## src/rtl/btb_update_ctrl_pkg.sv

```systemverilog
`default_nettype none
// ============================================================================
//  Module      : btb_update_ctrl_pkg
//  Description : Shared types for the BTB resolution-side update controller:
//                per-instruction prediction metadata and controller states.
//  Revision    : 1.0 - initial release
// ============================================================================
package btb_update_ctrl_pkg;

    // Prediction metadata carried with an instruction from fetch to EX.
    typedef struct packed {
        logic        valid;
        logic [31:0] pc;
        logic        pred_taken;
        logic [31:0] pred_target;
        logic [1:0]  pred_rdata;
    } btb_meta_t;

    // Controller state: normal operation, or the single squash cycle.
    typedef enum logic [0:0] {
        BTBU_RUN   = 1'b0,
        BTBU_FLUSH = 1'b1
    } btb_upd_state_t;

    localparam logic [31:0] PC_STEP = 32'd4;

    // Sequential successor of a branch (32-bit wraparound).
    function automatic logic [31:0] fallthrough_pc(input logic [31:0] pc);
        return pc + PC_STEP;
    endfunction

endpackage
`default_nettype wire

```

## src/rtl/btb_update_ctrl_if.sv

```systemverilog
`default_nettype none
// ============================================================================
//  Module      : btb_update_ctrl_if
//  Description : Fetch capture, EX resolution and BTB write / redirect bus of
//                the BTB update controller. slave = controller side.
//  Revision    : 1.0 - initial release
// ============================================================================
interface btb_update_ctrl_if;
    logic        stall;
    logic        if_valid;
    logic [31:0] if_pc;
    logic        if_pred_taken;
    logic [31:0] if_pred_target;
    logic [1:0]  if_pred_rdata;
    logic        ex_is_br;
    logic        ex_br_en;
    logic [31:0] ex_target;
    logic        btb_write_bp;
    logic        btb_mispredict;
    logic        btb_wrong_pc;
    logic [31:0] pc_address_write;
    logic [31:0] branch_target_address_real;
    logic [1:0]  btb_rdata_ret;
    logic        redirect_valid;
    logic [31:0] redirect_pc;
    logic        flush;

    modport master (
        output stall, if_valid, if_pc, if_pred_taken, if_pred_target, if_pred_rdata,
        output ex_is_br, ex_br_en, ex_target,
        input  btb_write_bp, btb_mispredict, btb_wrong_pc, pc_address_write,
        input  branch_target_address_real, btb_rdata_ret, redirect_valid, redirect_pc, flush
    );

    modport slave (
        input  stall, if_valid, if_pc, if_pred_taken, if_pred_target, if_pred_rdata,
        input  ex_is_br, ex_br_en, ex_target,
        output btb_write_bp, btb_mispredict, btb_wrong_pc, pc_address_write,
        output branch_target_address_real, btb_rdata_ret, redirect_valid, redirect_pc, flush
    );
endinterface
`default_nettype wire

```

## src/rtl/btb_update_ctrl_meta_pipe.sv

```systemverilog
`default_nettype none
// ============================================================================
//  Module      : btb_meta_pipe
//  Description : DEPTH-deep shift register of prediction metadata. Holds on
//                stall; a flush clears every valid bit, including the entry
//                that would otherwise be captured this cycle.
//  Revision    : 1.0 - initial release
// ============================================================================
module btb_meta_pipe
    import btb_update_ctrl_pkg::*;
#(
    parameter int DEPTH = 2
) (
    input  wire logic      clk,
    input  wire logic      rst,
    input  wire logic      stall_i,
    input  wire logic      flush_i,
    input  wire btb_meta_t meta_i,
    output btb_meta_t      meta_o
);

    for (genvar i = 0; i < DEPTH; i++) begin : g_slot
        btb_meta_t slot_q;
        btb_meta_t slot_d;
        btb_meta_t src_w;

        if (i == 0) begin : g_head
            assign src_w = meta_i;
        end else begin : g_body
            assign src_w = g_slot[i-1].slot_q;
        end

        // Next slot contents: squash on flush, hold on stall, else shift.
        always_comb begin
            slot_d = slot_q;
            if (flush_i) begin
                slot_d.valid = 1'b0;
            end else if (!stall_i) begin
                slot_d = src_w;
            end
        end

        // Slot register.
        always_ff @(posedge clk) begin
            if (!rst) begin
                slot_q <= '0;
            end else begin
                slot_q <= slot_d;
            end
        end
    end

    assign meta_o = g_slot[DEPTH-1].slot_q;

endmodule
`default_nettype wire

```

## src/rtl/btb_update_ctrl.sv

```systemverilog
`default_nettype none
// ============================================================================
//  Module      : btb_update_ctrl
//  Description : Carries fetch-time BTB predictions to EX, compares them with
//                the resolved outcome, drives the BTB write port for one cycle
//                and issues a one-cycle redirect/flush on a misprediction.
//                Optional macro BTB_UPDATE_PERF_CNT_EN adds perf counters.
//  Revision    : 1.0 - initial release
// ============================================================================
module btb_update_ctrl
    import btb_update_ctrl_pkg::*;
#(
    parameter int          DEPTH    = 2,
    parameter logic [31:0] RESET_PC = 32'h0000_0060
) (
    input  wire logic         clk,
    input  wire logic         rst,
    btb_update_ctrl_if.slave  bus
`ifdef BTB_UPDATE_PERF_CNT_EN
    ,
    output logic [31:0]       perf_br_cnt,
    output logic [31:0]       perf_dir_miss_cnt,
    output logic [31:0]       perf_tgt_miss_cnt
`endif
);

    btb_upd_state_t state_q;
    btb_upd_state_t state_d;
    btb_meta_t      fetch_w;
    btb_meta_t      ex_meta_w;
    logic           in_flush_w;
    logic           resolve_w;
    logic           mis_w;
    logic           wpc_w;

    logic           write_bp_q;
    logic           mispredict_q;
    logic           wrong_pc_q;
    logic [31:0]    pc_address_q;
    logic [31:0]    target_real_q;
    logic [1:0]     rdata_ret_q;
    logic [31:0]    redirect_pc_q;

    assign fetch_w = '{valid:       bus.if_valid,
                       pc:          bus.if_pc,
                       pred_taken:  bus.if_pred_taken,
                       pred_target: bus.if_pred_target,
                       pred_rdata:  bus.if_pred_rdata};

    assign in_flush_w = (state_q == BTBU_FLUSH);

    btb_meta_pipe #(.DEPTH(DEPTH)) u_meta_pipe (
        .clk     (clk),
        .rst     (rst),
        .stall_i (bus.stall),
        .flush_i (in_flush_w),
        .meta_i  (fetch_w),
        .meta_o  (ex_meta_w)
    );

    // The slot reaching EX during a flush cycle is wrong-path, so never resolve it.
    assign resolve_w = !in_flush_w && !bus.stall && ex_meta_w.valid && bus.ex_is_br;
    assign mis_w     = ex_meta_w.pred_taken ^ bus.ex_br_en;
    assign wpc_w     = bus.ex_br_en &
                       (!ex_meta_w.pred_taken || (ex_meta_w.pred_target != bus.ex_target));

    // State register.
    always_ff @(posedge clk) begin
        if (!rst) begin
            state_q <= BTBU_RUN;
        end else begin
            state_q <= state_d;
        end
    end

    // Next state: a wrong resolution opens exactly one flush cycle.
    always_comb begin
        state_d = BTBU_RUN;
        if (state_q == BTBU_RUN && resolve_w && (mis_w || wpc_w)) begin
            state_d = BTBU_FLUSH;
        end
    end

    // FSM outputs: redirect and flush coincide with the registered update.
    always_comb begin
        bus.redirect_valid = in_flush_w;
        bus.flush          = in_flush_w;
    end

    // Update port registers: strobes pulse for one cycle, data holds.
    always_ff @(posedge clk) begin
        if (!rst) begin
            write_bp_q    <= 1'b0;
            mispredict_q  <= 1'b0;
            wrong_pc_q    <= 1'b0;
            pc_address_q  <= RESET_PC;
            target_real_q <= '0;
            rdata_ret_q   <= '0;
            redirect_pc_q <= RESET_PC;
        end else begin
            write_bp_q   <= resolve_w;
            mispredict_q <= resolve_w & mis_w;
            wrong_pc_q   <= resolve_w & wpc_w;
            if (resolve_w) begin
                pc_address_q  <= ex_meta_w.pc;
                target_real_q <= bus.ex_target;
                rdata_ret_q   <= ex_meta_w.pred_rdata;
                if (mis_w || wpc_w) begin
                    redirect_pc_q <= bus.ex_br_en ? bus.ex_target
                                                  : fallthrough_pc(ex_meta_w.pc);
                end
            end
        end
    end

    assign bus.btb_write_bp               = write_bp_q;
    assign bus.btb_mispredict             = mispredict_q;
    assign bus.btb_wrong_pc               = wrong_pc_q;
    assign bus.pc_address_write           = pc_address_q;
    assign bus.branch_target_address_real = target_real_q;
    assign bus.btb_rdata_ret              = rdata_ret_q;
    assign bus.redirect_pc                = redirect_pc_q;

`ifdef BTB_UPDATE_PERF_CNT_EN
    logic [31:0] br_cnt_q;
    logic [31:0] dir_miss_cnt_q;
    logic [31:0] tgt_miss_cnt_q;

    // Perf counters step on the same edge that registers the update.
    always_ff @(posedge clk) begin
        if (!rst) begin
            br_cnt_q       <= '0;
            dir_miss_cnt_q <= '0;
            tgt_miss_cnt_q <= '0;
        end else if (resolve_w) begin
            br_cnt_q <= br_cnt_q + 32'd1;
            if (mis_w) begin
                dir_miss_cnt_q <= dir_miss_cnt_q + 32'd1;
            end else if (wpc_w) begin
                tgt_miss_cnt_q <= tgt_miss_cnt_q + 32'd1;
            end
        end
    end

    assign perf_br_cnt       = br_cnt_q;
    assign perf_dir_miss_cnt = dir_miss_cnt_q;
    assign perf_tgt_miss_cnt = tgt_miss_cnt_q;
`endif

endmodule
`default_nettype wire

```

## src/flat_wrapper.sv

```systemverilog
// flat-port wrapper written by rule: the top's interface ports become plain ports
module btb_update_ctrl_flat import btb_update_ctrl_pkg::*;
#(
    parameter int          DEPTH    = 2,
    parameter logic [31:0] RESET_PC = 32'h0000_0060
)
  (clk, rst, bus_stall, bus_if_valid, bus_if_pc, bus_if_pred_taken, bus_if_pred_target, bus_if_pred_rdata, bus_ex_is_br, bus_ex_br_en, bus_ex_target, bus_btb_write_bp, bus_btb_mispredict, bus_btb_wrong_pc, bus_pc_address_write, bus_branch_target_address_real, bus_btb_rdata_ret, bus_redirect_valid, bus_redirect_pc, bus_flush);
  btb_update_ctrl_if bus_i ();
  input  wire logic clk;
  input  wire logic rst;
  input wire logic [$bits(bus_i.stall)-1:0] bus_stall;
  input wire logic [$bits(bus_i.if_valid)-1:0] bus_if_valid;
  input wire logic [$bits(bus_i.if_pc)-1:0] bus_if_pc;
  input wire logic [$bits(bus_i.if_pred_taken)-1:0] bus_if_pred_taken;
  input wire logic [$bits(bus_i.if_pred_target)-1:0] bus_if_pred_target;
  input wire logic [$bits(bus_i.if_pred_rdata)-1:0] bus_if_pred_rdata;
  input wire logic [$bits(bus_i.ex_is_br)-1:0] bus_ex_is_br;
  input wire logic [$bits(bus_i.ex_br_en)-1:0] bus_ex_br_en;
  input wire logic [$bits(bus_i.ex_target)-1:0] bus_ex_target;
  output wire logic [$bits(bus_i.btb_write_bp)-1:0] bus_btb_write_bp;
  output wire logic [$bits(bus_i.btb_mispredict)-1:0] bus_btb_mispredict;
  output wire logic [$bits(bus_i.btb_wrong_pc)-1:0] bus_btb_wrong_pc;
  output wire logic [$bits(bus_i.pc_address_write)-1:0] bus_pc_address_write;
  output wire logic [$bits(bus_i.branch_target_address_real)-1:0] bus_branch_target_address_real;
  output wire logic [$bits(bus_i.btb_rdata_ret)-1:0] bus_btb_rdata_ret;
  output wire logic [$bits(bus_i.redirect_valid)-1:0] bus_redirect_valid;
  output wire logic [$bits(bus_i.redirect_pc)-1:0] bus_redirect_pc;
  output wire logic [$bits(bus_i.flush)-1:0] bus_flush;
  assign bus_i.stall = bus_stall;
  assign bus_i.if_valid = bus_if_valid;
  assign bus_i.if_pc = bus_if_pc;
  assign bus_i.if_pred_taken = bus_if_pred_taken;
  assign bus_i.if_pred_target = bus_if_pred_target;
  assign bus_i.if_pred_rdata = bus_if_pred_rdata;
  assign bus_i.ex_is_br = bus_ex_is_br;
  assign bus_i.ex_br_en = bus_ex_br_en;
  assign bus_i.ex_target = bus_ex_target;
  assign bus_btb_write_bp = bus_i.btb_write_bp;
  assign bus_btb_mispredict = bus_i.btb_mispredict;
  assign bus_btb_wrong_pc = bus_i.btb_wrong_pc;
  assign bus_pc_address_write = bus_i.pc_address_write;
  assign bus_branch_target_address_real = bus_i.branch_target_address_real;
  assign bus_btb_rdata_ret = bus_i.btb_rdata_ret;
  assign bus_redirect_valid = bus_i.redirect_valid;
  assign bus_redirect_pc = bus_i.redirect_pc;
  assign bus_flush = bus_i.flush;
  btb_update_ctrl #(.DEPTH(DEPTH), .RESET_PC(RESET_PC)) u_core (.clk(clk), .rst(rst), .bus(bus_i));
endmodule
```

## config.mk

```make
export PLATFORM = sky130hd
export DESIGN_NAME = btb_update_ctrl_flat
export DESIGN_NICKNAME = d
export VERILOG_FILES = /design/src/rtl/btb_update_ctrl_pkg.sv /design/src/rtl/btb_update_ctrl_if.sv /design/src/rtl/btb_update_ctrl_meta_pipe.sv /design/src/rtl/btb_update_ctrl.sv /design/src/flat_wrapper.sv
export SDC_FILE = /design/constraint.sdc
export NUM_CORES = 1
export LEC_CHECK = 0
export BUFFER_PORTS_ARGS = -buffer_cell sky130_fd_sc_hd__buf_2
export CAP_MARGIN = 20
export CORE_MARGIN = 2
export CORE_UTILIZATION = 50
export DETAILED_ROUTE_END_ITERATION = 8
export PLACE_DENSITY = 0.76
export SLEW_MARGIN = 20
export SYNTH_ARGS = -nofsm -noshare
export SYNTH_HDL_FRONTEND = slang
export SYNTH_SLANG_ARGS = --single-unit
```

## constraint.sdc

```tcl
create_clock -name clk -period 2.25 [get_ports clk]
set_input_delay 0 -clock clk [delete_from_list [all_inputs] [get_ports clk]]
set_output_delay 0 -clock clk [all_outputs]
set_load 0.1 [all_outputs]
```

# Yosys cells after proc, flatten, opt, wreduce, memory -nomap -nowiden
# Index checks and enable logic that the tools add are counted.
# op_classes
n_addsub	1
n_reduce_logical	13
eq_ne	1
mux	2
bitwise_logic	7
# op_table
op	n
$add A32 B3 Y32 const B	1
$mux W32	1
$ne A32 B32 Y1	1
$logic_and A1 B1 Y1	5
$reduce_and A2 Y1	2
$and A1 B1 Y1	3
$logic_not A1 Y1	3
$not A1 Y1	3
$logic_or A1 B1 Y1	2
$reduce_or A2 Y1	1
$mux W1	1
$xor A1 B1 Y1	1
# word_totals
word_cells	42
out_inout_bits	103
register_bits	238
in_bits	105

# Depth between registers and ports, before layout
# depth
depth_word	7
ltp_mapped	8
depth_no_buf	7

# Cells and area by module
# Synthesis repeated with hierarchy kept, for this count alone.
# hier_totals
hier_cells	1170
area_unflattened_um2	10191.0
# by_module_without_submodules
module	seq_area_each_um2	area_per_inst_um2	n_inst	cells_each
btb_meta_pipe	2722.6	5109.9	1	530
btb_update_ctrl	2042.0	5081.1	1	640

# Least setup slack after synthesis
# Ideal clock, no wire load.
# synth_timing
kind	reg2reg
from	register u_core.state_q (netlist: u_core.bus.flush)
to	register u_core.target_real_q[0] (netlist: u_core.bus.branch_target_address_real[0])
synth_period_minus_slack_ps	2335
setup_ps	76
arrival_ps	2260
required_time_ps	2174
n_path_buf	2
path_stages_with_launch	7
setup_slack_ps	-85
path_cell_list	dfxtp_1 -> nor2_1 -> nand3_1 -> clkbuf_1 -> buf_1 -> nand2_1 -> a21boi_0
# synth_via
elab_chain_cells	4
# synth_lines
element	line	text
start, declared	btb_update_ctrl.sv:27	btb_upd_state_t state_q;
start signal, assigned	btb_update_ctrl.sv:72	state_q <= state_d;
$logic_not A1 Y1	btb_update_ctrl.sv:62	assign resolve_w = !in_flush_w && !bus.stall && ex_meta_w.valid && bus.ex_is_br;
$logic_and A1 B1 Y1 (3 in a row)	btb_update_ctrl.sv:62	
end signal, assigned	btb_update_ctrl.sv:106	target_real_q <= bus.ex_target;
end, declared	btb_update_ctrl.sv:40	logic [31:0] target_real_q;
# Every way passes these cells.
# A chain may end at the register's enable or synchronous reset.

# Final worst setup path
# layout_timing
from	register u_core.state_q (netlist: u_core.bus.flush)
to	register u_core.target_real_q[31] (netlist: u_core.bus.branch_target_address_real[31])
# The elaborated chain is that of the path after synthesis.

==> impl_metrics.csv <==
group,metric,value,unit
synthesis,ys_seq_area_share,46.8,%
sta,finClkSkew,0.0167,ns
cts,htreeDepth,1,
global_routing,grt_pass1_vias,9208,
sta,period_minus_slack,2.11,ns
critical_path,critical_path_buf_inv_count,3,
critical_path,reg2reg_slack,0.14,ns
critical_path,crit_slowest_cell,"dlygate4sd3_1",
route,vias,9832,
global_routing,antenna_found_initial,1,
cells_and_area,drive_above_1_share,19.0,%
floorplan,fp.dieH,147,um
cts,root_buffer,"clkbuf_16",
cells_and_area,layout.nets,1654,
critical_path,required,2.71,ns
critical_path,setup.worst_path.end_class,"flip-flop",
global_routing,grt_usage,28.2,%
synthesis,synth_edf_count,0,
placed_design,place_area,0.0116,mm^2
placed_design,gp_congestion,0.924,
critical_path,cp_cell_sequence,"nor2_4, buf_4, nand3_2, buf_6, nand2_1, a21boi_0, dlygate4sd3_1",
floorplan,die_x,147,um
synthesis,synth_seq_cells,238,
critical_path,path_depth,7,
synthesis,avgSynthCellArea,8.19,um^2
sta,timing.hold.ws,0.0682,ns
sta,hold_violations,0,
critical_path,cp.arrival,2.57,ns
cts,cts_setup_buffers,0,
cells_and_area,final_cell_mix,"nand2_1 (454), dfxtp_1 (237), buf_2 (206)",
floorplan,die-area,0.0215,mm^2
floorplan,initial_core_util,50.6,%
synthesis,syn_nets,1349,
power_and_ir_drop,power.density,691,mW/mm^2
sta,worst_slew_pin_slew,0.533,ns
route,avgViaCountPerCell,5.35,
cts,tritoncts,"built",
cts,numClockSinks,238,
critical_path,startpoint,"u_core.bus.flush",
route,detail-route-antenna-nets,0,
cts,clkLatencyLatePin,0.52,ns
sta,setup_viol,0,
critical_path,path_delay_family,"buffers and inverters",
cts,cts-buffers-inserted,26,
critical_path,criticalPathCategory,"reg -> reg",
critical_path,crit_path_max_fanout,47,
critical_path,r2r_start,"u_core.bus.flush",
route,wl_per_cell,17.2,um
critical_path,r2r-end,"u_core.bus.branch_target_address_real[31]",
critical_path,crit_end,"u_core.bus.branch_target_address_real[31]",
cells_and_area,final_common_cell,"nand2_1",
synthesis,ys.flop_type,"dfxtp_1",
placed_design,port_buffers,207,
critical_path,slowest_delay,0.57,ns
floorplan,io-pin-count,208,
cts,clk_pin_slew_worst_paths,0.06,ns
synthesis,synth_cell_types,49,
sta,drv_slew,0,
power_and_ir_drop,total_leakage_power,5.62,nW
route,drc,0,
floorplan,row_count,52,
placed_design,dp_slack,0.138,ns
synthesis,ys_warn_count,0,
critical_path,start_kind,"flip-flop",
cells_and_area,fin_area,0.0136,mm^2
sta,period_share,93.9,%
floorplan,core,0.0201,mm^2
placed_design,dp_hpwl,20.3,mm
synthesis,synthArstFlopShare,0,%
sta,maxSlewHeadroom,64.4,%
cts,clockBufferDepth,3,
synthesis,synth_area,0.0102,mm^2
cells_and_area,area_delta_synth_final,34.0,%
global_routing,grt-ovfl-total,0,
sta,fmax,0.473,GHz
outcome,status,"complete, no violations",
global_routing,grt_pass1_wl,48.6,mm
global_routing,grt_start_max_net_pins,113,
critical_path,rr_worst_depth,7,
power_and_ir_drop,peakVddDrop,0.000606,V
sta,fin_ws,0.137,ns
worst_hold_path,hp-class,"in -> reg",
route,drt_iter0_markers,734,
route,drt-pass1-iter-count,5,
route,route.final.wire_length,31.7,mm
run,drv_cap,0,
synthesis,syn_inst,1243,
## flip-flops by register name, summed over array words and instances, names as in the netlist
| name | cells |
|---|---|
| u_core.bus.btb_wrong_pc | 1 |
| u_core.bus.branch_target_address_real | 32 |
| u_core.bus.flush | 1 |
| u_core.bus.btb_rdata_ret | 2 |
| u_core.bus.pc_address_write | 32 |
| u_core.bus.btb_mispredict | 1 |
| u_core.u_meta_pipe.g_slot.slot_q | 68 |
| u_core.u_meta_pipe.meta_o | 68 |
| u_core.bus.btb_write_bp | 1 |
| u_core.bus.redirect_pc | 32 |
## Yosys cell counts, types with 9 or more instances
cell type	number	share of area [%]
clkbuf_1	79	2.9
a21boi_0	198	15
nand2b_1	21	1.3
nand2_1	454	17
mux2i_1	28	2.8
nand4_1	18	1.1
dfxtp_1	238	47
xor2_1	12	1.0
o21ai_0	23	1.1
nand3_1	21	1.0
o211ai_1	11	0.81
nor4_1	9	0.55
xnor2_1	33	2.8
nor2_1	11	0.41
inv_1	11	0.41
## routing by layer
metal  track usage [%]  share of wire, %  vias to the layer above
met1              37.8                43                     4577
met2              45.6                46                      418
met5                 0                 0                        -
li1                  -                 -                     4733
met3              3.69               6.7                      104
met4              13.0               4.9                        0
## cells by family (layout without fill, tap and decap cells)
family                     Yosys count  after routing  share of synthesized area (%)
AOI/OAI and AO/OA                  261            261                           18.7
xor gates and xnor gates            45             45                           3.87
adders and majority gates            1              1                          0.123
buffers and inverters              100            422                           3.90
DFF                                238            238                           46.8
muxes                               28             28                           2.75
other                                0              1                              0
and+or+nand+nor                    570            571                           23.8
## power breakdown
| group | leakage (nW) | switching, mW | internal (mW) |
|---|---|---|---|
| logic | 3.28 | 0.508 | 0.418 |
| registers | 1.94 | 0.0799 | 4.33 |
| clock network | 0.402 | 1.65 | 2.44 |
| total | 5.62 | 2.24 | 7.19 |
## per-stage QoR
step	util, %	TNS, ns	cells	total power [mW]
3_3_place_gp	57.5	0	1667	5.22
2_1_floorplan	-	0	1243	4.93
4_1_cts	67.7	0	1835	9.45
6_report	67.8	0	1837	9.43
5_1_grt	67.8	-0.0136	1836	9.75
3_5_place_dp	57.5	0	1667	5.23
## worst register-to-register path, stage by stage, from the launching register on
cell	delay, ns
dfxtp_2	0.42
nor2_4	0.06
buf_4	0.21
nand3_2	0.14
buf_6	0.37
nand2_1	0.09
a21boi_0	0.19
dlygate4sd3_1	0.57
## area by class of cell
type / instances / area, um^2
Antenna cell: 1 / 2.50
Clock buffer: 40 / 764
Clock inverter: 6 / 57.6
Fill cell: 1551 / 6470
Inverter: 11 / 41.3
Multi-Input combinational cell: 906 / 5050
Sequential cell: 238 / 4770
Tap cell: 270 / 338
Timing Repair Buffer: 365 / 2610
## worst min-delay path by stage
stage / startpoint / endpoint / slack [ns] / cells past startpoint
final: bus_ex_is_br / u_core.bus.redirect_pc[0] / 0.07 / 5
after global routing: bus_ex_is_br / u_core.bus.redirect_pc[0] / 0.08 / 5
after CTS: bus_ex_is_br / u_core.bus.redirect_pc[0] / 0.06 / 5
after detailed placement: bus_if_valid / u_core.u_meta_pipe.g_slot[0].slot_q[67] / 0.25 / 3
after global placement: bus_if_valid / u_core.u_meta_pipe.g_slot[0].slot_q[67] / 0.24 / 3
after floorplan: bus_if_valid / u_core.u_meta_pipe.g_slot[0].slot_q[67] / 0.14 / 2
## timing repair
item                                    4_1_cts  5_1_grt
hold buffers                                122        0
hold endpoints to repair                    150        0
resized for setup                             0        5
endpoints found under the setup margin        0        8
(Power assumes the default switching activity.)
